File: config.mk
export PLATFORM = sky130hd
export DESIGN_NAME = sigma_stream
export DESIGN_NICKNAME = d
export VERILOG_FILES = /design/src/rtl/sigma_pkg.sv /design/src/rtl/sm_lane_sum.sv /design/src/rtl/sigma_stream.sv
export SDC_FILE = /design/constraint.sdc
export NUM_CORES = 1
export LEC_CHECK = 0
export BUFFER_PORTS_ARGS = -buffer_cell sky130_fd_sc_hd__clkbuf_2
export CORE_ASPECT_RATIO = 1.2
export CORE_UTILIZATION = 45
export DETAILED_ROUTE_END_ITERATION = 8
export PLACE_DENSITY = 0.68
export SLEW_MARGIN = 20
export SYNTH_ARGS = -nofsm -noshare
export SYNTH_HDL_FRONTEND = slang
export SYNTH_SLANG_ARGS = --single-unit
File: constraint.sdc
create_clock -name clk -period 10.9 [get_ports clk]
set_clock_uncertainty 0.1 [all_clocks]
set_input_delay 1.09 -clock clk [delete_from_list [all_inputs] [get_ports clk]]
set_output_delay 1.09 -clock clk [all_outputs]
set_load 0.02 [all_outputs]
File: src/rtl/sigma_pkg.sv
// sigma_pkg: shared state encoding and signed-magnitude <-> two's-complement helpers.
// Rev 1.0
`default_nettype none

package sigma_pkg;

  // Helpers operate on a fixed wide container; callers pass the real width.
  localparam int SM_MAX_W = 64;

  typedef enum logic [0:0] {
    ACCUM = 1'b0,
    DONE  = 1'b1
  } sigma_state_e;

  function automatic logic [SM_MAX_W-1:0] sm_to_tc(input logic [SM_MAX_W-1:0] sm, input int w);
    logic [SM_MAX_W-1:0] mag;
    logic                neg;
    mag = sm & ((SM_MAX_W'(1) << (w - 1)) - SM_MAX_W'(1));
    neg = ((sm >> (w - 1)) & SM_MAX_W'(1)) != '0;
    return neg ? -mag : mag;
  endfunction

  // Returns {sat, sign-magnitude word}; zero is always emitted as positive zero.
  function automatic logic [SM_MAX_W:0] tc_to_sm_sat(input logic [SM_MAX_W-1:0] s, input int w);
    logic                neg;
    logic [SM_MAX_W-1:0] absv;
    logic [SM_MAX_W-1:0] maxmag;
    logic [SM_MAX_W-1:0] sgnbit;
    neg    = s[SM_MAX_W-1];
    absv   = neg ? -s : s;
    maxmag = (SM_MAX_W'(1) << (w - 1)) - SM_MAX_W'(1);
    sgnbit = neg ? (SM_MAX_W'(1) << (w - 1)) : '0;
    if (absv > maxmag) begin
      return {1'b1, sgnbit | maxmag};
    end else if (absv == '0) begin
      return '0;
    end
    return {1'b0, sgnbit | absv};
  endfunction

endpackage

`default_nettype wire

File: src/rtl/sm_lane_sum.sv
// sm_lane_sum: combinational sum of LANES signed-magnitude words into an ACC_W two's-complement value.
// Rev 1.0
`default_nettype none

module sm_lane_sum
  import sigma_pkg::*;
#(
  parameter int WIDTH = 32,
  parameter int LANES = 4,
  parameter int ACC_W = 37
) (
  input  logic [LANES-1:0][WIDTH-1:0] lanes,
  output logic [ACC_W-1:0]            sum
);

  always_comb begin
    sum = '0;
    for (int i = 0; i < LANES; i++) begin
      sum = sum + ACC_W'(sm_to_tc(SM_MAX_W'(lanes[i]), WIDTH));
    end
  end

endmodule

`default_nettype wire

File: src/rtl/sigma_stream.sv
// sigma_stream: multi-beat signed-magnitude accumulator with saturated signed-magnitude result.
// Rev 1.0
`default_nettype none

module sigma_stream
  import sigma_pkg::*;
#(
  parameter int WIDTH = 32,
  parameter int FRAC  = 17,
  parameter int LANES = 4,
  parameter int TERMS = 32
) (
  input  logic                        clk,
  input  logic                        rst,
  input  logic                        in_valid,
  output logic                        in_ready,
  input  logic [LANES-1:0][WIDTH-1:0] in_data,
  output logic                        out_valid,
  input  logic                        out_ready,
  output logic [WIDTH-1:0]            out_data,
  output logic                        out_sat
);

  localparam int BEATS = TERMS / LANES;
  localparam int ACC_W = WIDTH + $clog2(TERMS);
  localparam int CNT_W = (BEATS > 1) ? $clog2(BEATS) : 1;

  if (LANES < 1 || (TERMS % LANES) != 0 || FRAC >= WIDTH || ACC_W > SM_MAX_W) begin : g_param_check
    $error("sigma_stream: illegal parameter combination");
  end

  sigma_state_e     r_state;
  sigma_state_e     w_next_state;
  logic [ACC_W-1:0] r_acc;
  logic [CNT_W-1:0] r_beat_cnt;
  logic [ACC_W-1:0] w_beat_sum;
  logic [ACC_W-1:0] w_total;
  logic [SM_MAX_W:0] w_result;
  logic [WIDTH-1:0] w_result_sm;
  logic             w_accept;
  logic             w_last;
  logic [WIDTH-1:0] r_out_data;
  logic             r_out_sat;

  sm_lane_sum #(
    .WIDTH (WIDTH),
    .LANES (LANES),
    .ACC_W (ACC_W)
  ) u_lane_sum (
    .lanes (in_data),
    .sum   (w_beat_sum)
  );

  assign w_accept    = in_valid && in_ready;
  assign w_last      = (r_beat_cnt == CNT_W'(BEATS - 1));
  assign w_total     = r_acc + w_beat_sum;
  assign w_result    = tc_to_sm_sat(SM_MAX_W'(signed'(w_total)), WIDTH);
  assign w_result_sm = WIDTH'(w_result);

  always_ff @(posedge clk) begin
    if (rst) begin
      r_state <= ACCUM;
    end else begin
      r_state <= w_next_state;
    end
  end

  // in_ready depends only on registered state (and reset), never on out_ready.
  always_comb begin
    w_next_state = r_state;
    in_ready     = 1'b0;
    out_valid    = 1'b0;
    case (r_state)
      ACCUM: begin
        in_ready = !rst;
        if (w_accept && w_last) begin
          w_next_state = DONE;
        end
      end
      DONE: begin
        out_valid = 1'b1;
        if (out_ready) begin
          w_next_state = ACCUM;
        end
      end
      default: w_next_state = ACCUM;
    endcase
  end

  always_ff @(posedge clk) begin
    if (rst) begin
      r_acc      <= '0;
      r_beat_cnt <= '0;
      r_out_data <= '0;
      r_out_sat  <= 1'b0;
    end else if (w_accept) begin
      if (w_last) begin
        r_acc      <= '0;
        r_beat_cnt <= '0;
        r_out_data <= w_result_sm;
        r_out_sat  <= w_result[SM_MAX_W];
      end else begin
        r_acc      <= w_total;
        r_beat_cnt <= r_beat_cnt + 1'b1;
      end
    end
  end

  assign out_data = r_out_data;
  assign out_sat  = r_out_sat;

endmodule

`default_nettype wire

==> results.md, run 1 <==
- Achievable Freq: 113 MHz
- Rel. slew slack: 0.327
- Worst path arrival time: 8.96 ns
- Adder and majority gate portion of the synthesized area: 0.238
- Synth area leader: fa_1
- Outcome: complete, no violations
- Synth area leaders: fa_1 (19%), dfxtp_1 (13%), xnor2_1 (11%)
- Placement Setup Slack: 1.68 ns
- Slew at the pin with the worst max-slew slack: 1.01 ns
- Io pins: 167
- Initial antenna violation count: 0
- Hold WC Path Type: flip-flop to flip-flop
- Nets: 1827
- Hpwl dp: 25100 µm
- Unique masters post-synth: 73
- Final worst slack: 2.04 ns
- DRC errors left: 0
- Core Box Area: 24700 µm²
- Die W: 147 µm
- Worst-path clk slew: 0.06 ns
- Simple-gate area share of the yosys netlist: 0.174
- Vias: 10400
- Area Growth Syn to Fin: 12.3%
- Post-Synth XOR/XNOR Area: 0.148
- Crit start category: input pin
- Iteration-0 DRC Markers: 636
- TritonCTS Buffers: 9
- CP Class: input pin to flip-flop
- Largest net degree at the start of global routing: 76
- Most common cell after layout, fill and taps aside: inv_1
- GRT overflow: 0
- Cell Area, Synth: 11300 µm²
- Most frequent cells in the layout: inv_1 (192), clkbuf_2 (166), xnor2_1 (136)
- Post-Syn Instances: 1422
- Vias in the first global route: 10100
- Final hold violations: 0
- Routed len/inst: 16.1 µm
- Clock Root Buffer: clkbuf_16
- N_diodes: 0
- Synth Area in Compound Gates: 0.217
- RSZ-0062 raised after global routing: false
- Placed cell areas: 12400 µm²
- Post-synth EDFFs: 0
- CTS tree: yes
- Sink Count: 74
- Post-synthesis mux area share: 0.00718
- Crit-path max FO: 16
- Syn nets: 1705
- Synthesis Warnings: 0
- Initial Utilization: 0.459
- Final instance area: 12700 µm²
- First-pass GRT wire length: 50400 µm
- Top_reg_cell synth: dfxtp_1
- Data required, critical path: 11.00 ns
- Clock latency at the later pin of the worst-skew pair: 0.35 ns
- Die ar.: 25800 µm²
- Routability cong.: 0.895
- Via density: 5.54
- Vert. Die Dim: 176 µm
- Main combinational cell family by area after synthesis: adder cells
- Post-layout min period: 8.86 ns
- Hold Worst Slack: 0.390 ns
- Row count: 63
- GRT Total Usage: 0.240
- Yosys top cell area share: 0.189
- Final Max Slew Viols: 0
- Syn_area_per_cell: 7.96 µm²
- MaxCap Viol Count: 0
- Fin Setup TNS: 0 ns
- Yosys reg bits: 74
- Tcrit/Tclk final: 0.813
- Sequential-to-total area share from yosys stat: 0.131
- Final setup vio count: 0
- CTS HTree Levels: 3
- CTS Hold Bufs: 0
- Post-cts sizing count: 0
- FFs w/ async S/R, synth: 0
- Port buffer count: 166
- Layout cells sized above 1: 0.145
- Final WL: 30200 µm
- Worst setup EP type: flip-flop
- DRT Pass-1 Iters: 5
- Antenna Nets Post-Route: 0
- Post-CTS Setup Bufs: 0
- Longest Clk Path Bufs: 2
==> synthesized netlist by cell type (all sizes together), types with 24 or more instances <==
cell / n
inv: 193
xnor2: 139
nor2: 116
fa: 107
nand2: 80
o21ai: 80
dfxtp: 74
a21oi: 61
clkbuf: 59
xor2: 47
o31ai: 45
ha: 44
a22oi: 31
or4: 27
a211oi: 25
a31oi: 24
==> sequential cells by signal, summed over array words and instances, names as in the netlist <==
register    cells
r_acc          37
out_data       32
r_beat_cnt      3
out_sat         1
r_state         1
==> metrics by stage <==
stage | std cells | utilization
after floorplan | 1422 | -
after global placement | 1858 | 0.502
after detailed placement | 1858 | 0.502
after CTS | 1874 | 0.515
after global routing | 1874 | 0.515
final | 1874 | 0.515
==> layer usage <==
layer  vias up  GRT usage  wire [µm]
li1       5171          -          -
met1      4883      0.337      14700
met2       294      0.394      13700
met3        27     0.0252       1420
met4         0     0.0534        423
met5         -          0          0
==> area by class of cell <==
| type | instances | area, µm² |
|---|---|---|
| fill | 2396 | 12000 |
| multi-input combinational | 1091 | 8870 |
| sequential | 74 | 1480 |
| timing repair buffer | 175 | 898 |
| inverter | 193 | 724 |
| tap | 325 | 407 |
| clock buffer | 13 | 280 |
| clock inverter | 3 | 43.8 |
==> final timing paths <==
path / from / to / slack [ns] / cells after the start
max: in_data[34] / out_data[31] / 2.04 / 27
min: r_beat_cnt[2] / r_beat_cnt[2] / 0.39 / 2
max reg2reg: r_acc[1] / out_data[31] / 4.99 / 18
min reg2reg: r_beat_cnt[2] / r_beat_cnt[2] / 0.39 / 2
==> kinds of logic after synthesis <==
group,after synthesis
and+or+nand+nor,384
AOI/OAI and AO/OA,362
buffers and inverters,257
xor gates and xnor gates,186
adders and majority gates,151
DFF,74
muxes,8
==> worst max-delay path: stages <==
cell,delay (ns)
clkbuf_2,0.11
nor2_1,0.20
nand3_1,0.12
or3_1,0.43
or3_1,0.46
or3_1,0.37
or2_2,0.34
o41ai_1,0.33
xnor2_1,0.21
fa_1,0.48
fa_1,0.55
inv_1,0.05
fa_1,0.50
inv_1,0.04
ha_1,0.36
nand4_1,0.15
nand3b_1,0.19
a211oi_1,0.30
o21ai_0,0.18
a21oi_1,0.39
xor2_2,0.67
a31oi_1,0.13
xor2_1,0.21
or4_1,0.53
nor4_1,0.27
and4_1,0.21
a31oi_1,0.08
Power of run 1 is not shown: default switching activity piles up to over one toggle a cycle in this logic, so the estimate is an artifact.
==> run 2: changes to the inputs <==
--- a/config.mk
+++ b/config.mk
@@ -9,7 +9,7 @@
 export CORE_ASPECT_RATIO = 1.2
 export CORE_UTILIZATION = 45
 export DETAILED_ROUTE_END_ITERATION = 8
-export PLACE_DENSITY = 0.68
+export PLACE_DENSITY = 0.71
 export SLEW_MARGIN = 20
 export SYNTH_ARGS = -nofsm -noshare
 export SYNTH_HDL_FRONTEND = slang
==> constraint.sdc (replaced) <==
create_clock -name clk -period 7.1 [get_ports clk]
set_clock_uncertainty 0.1 [all_clocks]
set_input_delay 0.71 -clock clk [delete_from_list [all_inputs] [get_ports clk]]
set_output_delay 0.71 -clock clk [all_outputs]
set_load 0.02 [all_outputs]
==> run 2 against run 1 <==
The flow now finishes with violations (setup timing). Via count is 17% higher. Final area is 33% higher. Register-to-register slack worse by 3.1 ns. Routed wire length is 20% higher. Global-route usage is 3.4 points higher. Worst setup slack worse by 2.4 ns. Non-clock buffer count is 380 higher. Highest routed layer unchanged.
==> results.md, run 2 (same netlist as run 1, synthesis figures left out) <==
- Outcome: finished, violations left (was complete, no violations)
- Violated checks: setup timing
- CP Class: input pin to flip-flop (unchanged)
- Final Max Slew Viols: 0 (unchanged)
- Max reg flops: 37 (unchanged)
- Placed cell areas: 15300 µm² (was 12400 µm²)
- N_diodes: 0 (unchanged)
- Initial Utilization: 0.459 (unchanged)
- CP most frequent cell: fa_1
- Most frequent cells in the layout: buf_4 (376), inv_1 (180), clkbuf_2 (165) (was inv_1 (192), clkbuf_2 (166), xnor2_1 (136))
- Crit start category: input pin (unchanged)
- Port buffer count: 166 (unchanged)
- Final WL: 36200 µm (was 30200 µm)
- Hold WC Path Type: flip-flop to flip-flop (unchanged)
- GR Util met1: 0.352 (was 0.337)
- Gr busiest metal: met2 (unchanged)
- Register Area: 1480 µm² (unchanged)
- Row count: 63 (unchanged)
- Iteration-0 DRC Markers: 538 (was 636)
- Post-layout min period: 7.42 ns
- Hold path depth: 2 (unchanged)
- Worst setup EP type: flip-flop (unchanged)
- Achievable Freq: 135 MHz
- Antenna Nets Post-Route: 0 (unchanged)
- Clock Root Buffer: clkbuf_16 (unchanged)
- Final setup vio count: 33 (was 0)
- Filler instances: 1985 (was 2396)
- Worst hold start: r_beat_cnt[1] (was r_beat_cnt[2])
- Placement Setup Slack: -0.852 ns (was 1.68 ns)
- Hpwl dp: 29200 µm (was 25100 µm)
- Core Box Area: 24700 µm² (unchanged)
- Rel. slew slack: 0.367 (was 0.327)
- Final worst slack: -0.324 ns (was 2.04 ns)
- Clock latency at the later pin of the worst-skew pair: 0.34 ns (was 0.35 ns)
- Nets: 2207 (was 1827)
- Reg2Reg Launch Point: r_acc[1] (unchanged)
- Longest Clk Path Bufs: 2 (unchanged)
- Slew at the pin with the worst max-slew slack: 0.949 ns (was 1.01 ns)
- Flop-to-flop setup slack: 1.88 ns (was 4.99 ns)
- Io pins: 167 (unchanged)
- R2R cell count: 19 (was 18)
- Die ar.: 25800 µm² (unchanged)
- CTS Hold Bufs: 0 (unchanged)
- Critical path's largest stage delay: 0.58 ns (was 0.67 ns)
- Tcrit/Tclk final: 1.05
- Routability cong.: 0.890 (was 0.895)
- Vias: 12100 (was 10400)
- Reg2reg end: out_data[31] (unchanged)
- Most common cell after layout, fill and taps aside: buf_4 (was inv_1)
- Vert. Die Dim: 176 µm (unchanged)
- Data required, critical path: 7.16 ns (was 11.00 ns)
- MaxCap Viol Count: 0 (unchanged)
- RSZ-0062 raised after global routing: true (was false)
- Crit-path max FO: 7 (was 16)
- Met2 Track Usage GR: 0.494 (was 0.394)
- Register with the most flip-flops: r_acc (unchanged)
- Initial antenna violation count: 0 (unchanged)
- Final hold violations: 0 (unchanged)
- Layout cells sized above 1: 0.406 (was 0.145)
- First-pass GRT wire length: 57300 µm (was 50400 µm)
- Worst-path clk slew: 0.06 ns (about the same)
- Hold Worst Slack: 0.391 ns (was 0.390 ns)
- Worst path arrival time: 7.48 ns (was 8.96 ns)
- GRT overflow: 0 (unchanged)
- Sink Count: 74 (unchanged)
- TritonCTS Buffers: 9 (unchanged)
- Critical path's slowest cell: or4_4 (was xor2_2)
- Final instance area: 16800 µm² (was 12700 µm²)
- Via density: 5.37 (was 5.54)
- Vias in the first global route: 11800 (was 10100)
- CTS HTree Levels: 3 (unchanged)
- Routed len/inst: 16.1 µm (about the same)
- CTS tree: yes (unchanged)
- Hold EP: r_beat_cnt[1] (was r_beat_cnt[2])
- Met3 Usage GRT: 0.0169 (was 0.0252)
- Die W: 147 µm (unchanged)
- DRC errors left: 0 (unchanged)
- DRT Pass-1 Iters: 6 (was 5)
- Multi-input gate area: 10000 µm² (was 8870 µm²)
- GRT Total Usage: 0.273 (was 0.240)
- Largest net degree at the start of global routing: 76 (unchanged)
- Area Growth Syn to Fin: 48.8% (was 12.3%)
-- run 2: cell count changes in the layout (fill, tap and decap cells not counted), moves of 15 or more --
cell,change
a211oi_1,-18
a211oi_2,+18
a21oi_2,+21
a21oi_1,-25
buf_4,+367
o21ai_1,+15
ha_1,-17
o21ai_0,-25
-- run 2: metrics by stage --
step	TNS, ns	util	std cells
after floorplan	-2.25	-	1422
after global placement	-17.40	0.620	2202
after detailed placement	-21.78	0.620	2202
after CTS	-5.14	0.654	2233
after global routing	-17.14	0.683	2254
final	-9.26	0.683	2254
-- run 2: routing by layer --
layer | wire [µm] | vias to the layer above
li1 | - | 5932
met1 | 15900 | 5791
met2 | 18300 | 340
met3 | 1440 | 50
met4 | 674 | 0
met5 | 0 | -
-- run 2: how the worst max path moves through the flow --
| stage | slack (ns) | endpoint | from |
|---|---|---|---|
| final | -0.32 | out_data[21] | in_data[71] |
| after global routing | -0.57 | out_data[21] | in_data[71] |
| after CTS | -0.29 | out_data[31] | in_data[71] |
| after detailed placement | -0.85 | out_data[31] | in_data[108] |
| after global placement | -0.77 | out_data[31] | in_data[108] |
| after floorplan | -0.39 | out_data[31] | in_data[64] |
-- run 2: what timing repair did --
item,in CTS,in global routing
setup endpoints to repair,33,33
buffers inserted,12,20
gates resized for setup,64,126
cloned,3,1
pin swaps,33,110
-- run 2: cell type report --
class | instances | area share
clock inverter | 7 | 0.00602
sequential | 74 | 0.0879
clock buffer | 9 | 0.0134
multi-input combinational | 1091 | 0.595
tap | 325 | 0.0241
timing repair buffer | 555 | 0.230
inverter | 193 | 0.0431
-- run 2: critical path, delay by kind of cell --
family,cells,cell delay [ns]
buf+inv,8,0.86
compound gates,4,0.97
fa+ha+maj,4,1.81
xor+xnor,1,0.17
simple gates,12,2.82
mux,1,0.14
Power of run 2 is left out for the same reason.
==> run 3: changes to the inputs <==
--- a/config.mk
+++ b/config.mk
@@ -5,12 +5,13 @@
 export SDC_FILE = /design/constraint.sdc
 export NUM_CORES = 1
 export LEC_CHECK = 0
-export BUFFER_PORTS_ARGS = -buffer_cell sky130_fd_sc_hd__clkbuf_2
 export CORE_ASPECT_RATIO = 1.2
 export CORE_UTILIZATION = 45
 export DETAILED_ROUTE_END_ITERATION = 8
-export PLACE_DENSITY = 0.71
+export DONT_BUFFER_PORTS = 1
+export PLACE_DENSITY = 0.65
 export SLEW_MARGIN = 20
 export SYNTH_ARGS = -nofsm -noshare
 export SYNTH_HDL_FRONTEND = slang
+export SYNTH_HIERARCHICAL = 1
 export SYNTH_SLANG_ARGS = --single-unit
==> run 3 against run 2 <==
The flow still finishes with violations (setup timing). First-iteration DRC count is 30% higher. Global-route usage is 0.69 points lower. Critical path depth is 6 higher. Sequential cell count stayed put. Routed wire length is 7.4% higher. Sequential share of layout area is 0.25 points lower. Worst setup slack worse by 0.82 ns. Die area is 12% higher. Via count is 10% higher. Fmax is 9.9% lower. Non-clock buffer count is 130 lower.
==> results.md, run 3 <==
- Outcome: finished, violations left (unchanged)
- Violated checks: setup timing (unchanged)
- CP Class: input pin to flip-flop (unchanged)
- Sink Count: 74 (unchanged)
- Hpwl dp: 31600 µm (was 29200 µm)
- Iteration-0 DRC Markers: 698 (was 538)
- CP bufs+invs: 7 (was 8)
- Rel. slew slack: 0.609 (was 0.367)
- RSZ-0062 raised after global routing: true (unchanged)
- Row count: 66 (was 63)
- Multi-input gate area: 11200 µm² (was 10000 µm²)
- Port buffer count: 0 (was 166)
- Vert. Die Dim: 186 µm (was 176 µm)
- Vias: 13300 (was 12100)
- Crit start category: input pin (unchanged)
- Count leader, synth: inv_1 (unchanged)
- Register Area: 1480 µm² (unchanged)
- Synth area leader: dfxtp_1 (was fa_1)
- Final hold violations: 0 (unchanged)
- Slew at the pin with the worst max-slew slack: 0.587 ns (was 0.949 ns)
- Syn_area_per_cell: 7.61 µm² (was 7.96 µm²)
- Worst path arrival time: 8.36 ns (was 7.48 ns)
- TritonCTS Buffers: 9 (unchanged)
- Layout cells sized above 1: 0.310 (was 0.406)
- Area Growth Syn to Fin: 37.2% (was 48.8%)
- Filler instances: 2361 (was 1985)
- Critical path's largest stage delay: 0.55 ns (was 0.58 ns)
- Top delay family on crit path: compound AO/OA/AOI/OAI gates (was simple AND/OR/NAND/NOR gates)
- Clock latency at the later pin of the worst-skew pair: 0.35 ns (was 0.34 ns)
- Die W: 155 µm (was 147 µm)
- GRT Total Usage: 0.266 (was 0.273)
- Final setup vio count: 36 (was 33)
- Io pins: 167 (unchanged)
- Antenna Nets Post-Route: 0 (unchanged)
- Core Box Area: 27300 µm² (was 24700 µm²)
- Synthesis Warnings: 6 (was 0)
- Post-Syn Instances: 1661 (was 1422)
- GRT overflow: 0 (unchanged)
- Crit-path max FO: 5 (was 7)
- DRT Pass-1 Iters: 5 (was 6)
- Synth area leaders: dfxtp_1 (12%), fa_1 (12%), xnor2_1 (9.4%) (was fa_1 (19%), dfxtp_1 (13%), xnor2_1 (11%))
- DRC errors left: 0 (unchanged)
- FFs w/ async S/R, synth: 0 (unchanged)
- Yosys reg bits: 74 (unchanged)
- First-pass GRT wire length: 62400 µm (was 57300 µm)
- Worst setup EP type: flip-flop (unchanged)
- Final Util: 0.635 (was 0.683)
- Sequential-to-total area share from yosys stat: 0.117 (was 0.131)
- MaxCap Viol Count: 0 (unchanged)
- Routability cong.: 0.886 (was 0.890)
- Register with the most flip-flops: r_acc (unchanged)
- CP most frequent cell: a21o_1 (was fa_1)
- Placement Setup Slack: -1.58 ns (was -0.852 ns)
- Top_reg_cell synth: dfxtp_1 (unchanged)
- Unique masters post-synth: 97 (was 73)
- Post-layout min period: 8.24 ns (was 7.42 ns)
- Nets: 2318 (was 2207)
- N_diodes: 0 (unchanged)
- Post-synth EDFFs: 0 (unchanged)
- Achievable Freq: 121 MHz (was 135 MHz)
- Placed cell count: 2361 (was 2202)
- Worst-path clk slew: 0.07 ns (was 0.06 ns)
- Most common cell after layout, fill and taps aside: buf_4 (unchanged)
- Vias in the first global route: 13400 (was 11800)
- Final worst slack: -1.14 ns (was -0.324 ns)
- CTS tree: yes (unchanged)
- Most frequent cells in the layout: buf_4 (413), inv_1 (160), nor2_1 (146) (was buf_4 (376), inv_1 (180), clkbuf_2 (165))
- Die ar.: 28800 µm² (was 25800 µm²)
- Syn nets: 1945 (was 1705)
- CTS HTree Levels: 3 (unchanged)
- Max reg flops: 37 (unchanged)
- Initial Utilization: 0.463 (was 0.459)
- Initial antenna violation count: 0 (unchanged)
- Final Max Slew Viols: 0 (unchanged)
- Cell Area, Synth: 12600 µm² (was 11300 µm²)
- Post-Layout Cell Count: 2413 (was 2254)
- Clock Root Buffer: clkbuf_16 (unchanged)
- Tcrit/Tclk final: 1.16 (was 1.05)
- Final WL: 38900 µm (was 36200 µm)
- Post-synth top cells: inv_1 (163), nor2_1 (153), xnor2_1 (136) (was inv_1 (192), xnor2_1 (136), nor2_1 (116))
- Data required, critical path: 7.22 ns (was 7.16 ns)
- Yosys top cell area share: 0.117 (was 0.189)
- Routed len/inst: 16.1 µm (about the same)
- Hold Worst Slack: 0.321 ns (was 0.391 ns)
- Longest Clk Path Bufs: 2 (unchanged)
- Via density: 5.53 (was 5.37)
- Largest net degree at the start of global routing: 76 (unchanged)
- Hold WC Path Type: input pin to flip-flop (was flip-flop to flip-flop)
- Critical path's slowest cell: fa_1 (was or4_4)
==> run 3: changes by cell type after synthesis, sizes merged, moves of 15 or more <==
cell / previous run / this run
nand2: 80 / 136
a21oi: 61 / 96
inv: 193 / 163
nor2: 116 / 153
a21o: 7 / 29
a31oi: 24 / 9
xor2: 47 / 66
a211oi: 25 / 46
fa: 107 / 73
ha: 44 / 79
==> run 3: timing repair <==
action | in CTS | in global routing
pin swaps | 17 | 78
gates resized for setup | 61 | 79
hold buffers | 0 | 0
endpoints found under the setup margin | 39 | 42
cloned | 3 | 0
setup buffers | 18 | 16
==> run 3: final cells by class <==
type | instances | share of cell area
Multi-Input combinational cell | 1361 | 0.644
Clock inverter | 5 | 0.00361
Tap cell | 374 | 0.0270
Clock buffer | 11 | 0.0146
Timing Repair Buffer | 425 | 0.190
Sequential cell | 74 | 0.0854
Inverter | 163 | 0.0353
==> run 3: routing by layer <==
layer  vias to the layer above  GRT usage  routed length [µm]
li1                       6656          -                   -
met1                      6250      0.321               17000
met2                       365      0.484               19000
met3                        68     0.0377                1850
met4                         0     0.0859                 992
met5                         -          0                   0
==> run 3: final timing paths <==
check / slack [ns] / cells past startpoint / from / to
worst max register to register: 2.55 / 18 / r_acc[0] / out_data[31]
worst max-delay path: -1.14 / 36 / in_data[10] / out_data[31]
worst min register to register: 0.38 / 2 / r_beat_cnt[1] / r_beat_cnt[1]
worst min-delay path: 0.32 / 1 / rst / out_data[20]
==> run 3: cell families after synthesis <==
kind of cell    Yosys count  share of synthesized area
compound gates          473                      0.260
flops                    74                      0.117
buf+inv                 226                     0.0709
simple gates            526                      0.211
fa+ha+maj               152                      0.194
xor+xnor                203                      0.141
mux                       7                    0.00574
==> run 3: through the flow <==
stage | TNS (ns) | cell area, µm²
2_1_floorplan | -35.73 | 12900
3_3_place_gp | -47.06 | 16000
3_5_place_dp | -55.06 | 16000
4_1_cts | -32.52 | 16900
5_1_grt | -47.26 | 17300
6_report | -36.14 | 17300
==> run 3: worst reg2reg max path, delay by kind of cell, from the launching register on <==
| kind | cells | cell delay (ns) |
|---|---|---|
| simple gates | 5 | 1.25 |
| compound gates | 6 | 1.44 |
| fa+ha+maj | 2 | 0.59 |
| flops | 1 | 0.34 |
| buf+inv | 4 | 0.47 |
| mux | 1 | 0.23 |
Power of run 3 is left out for the same reason.
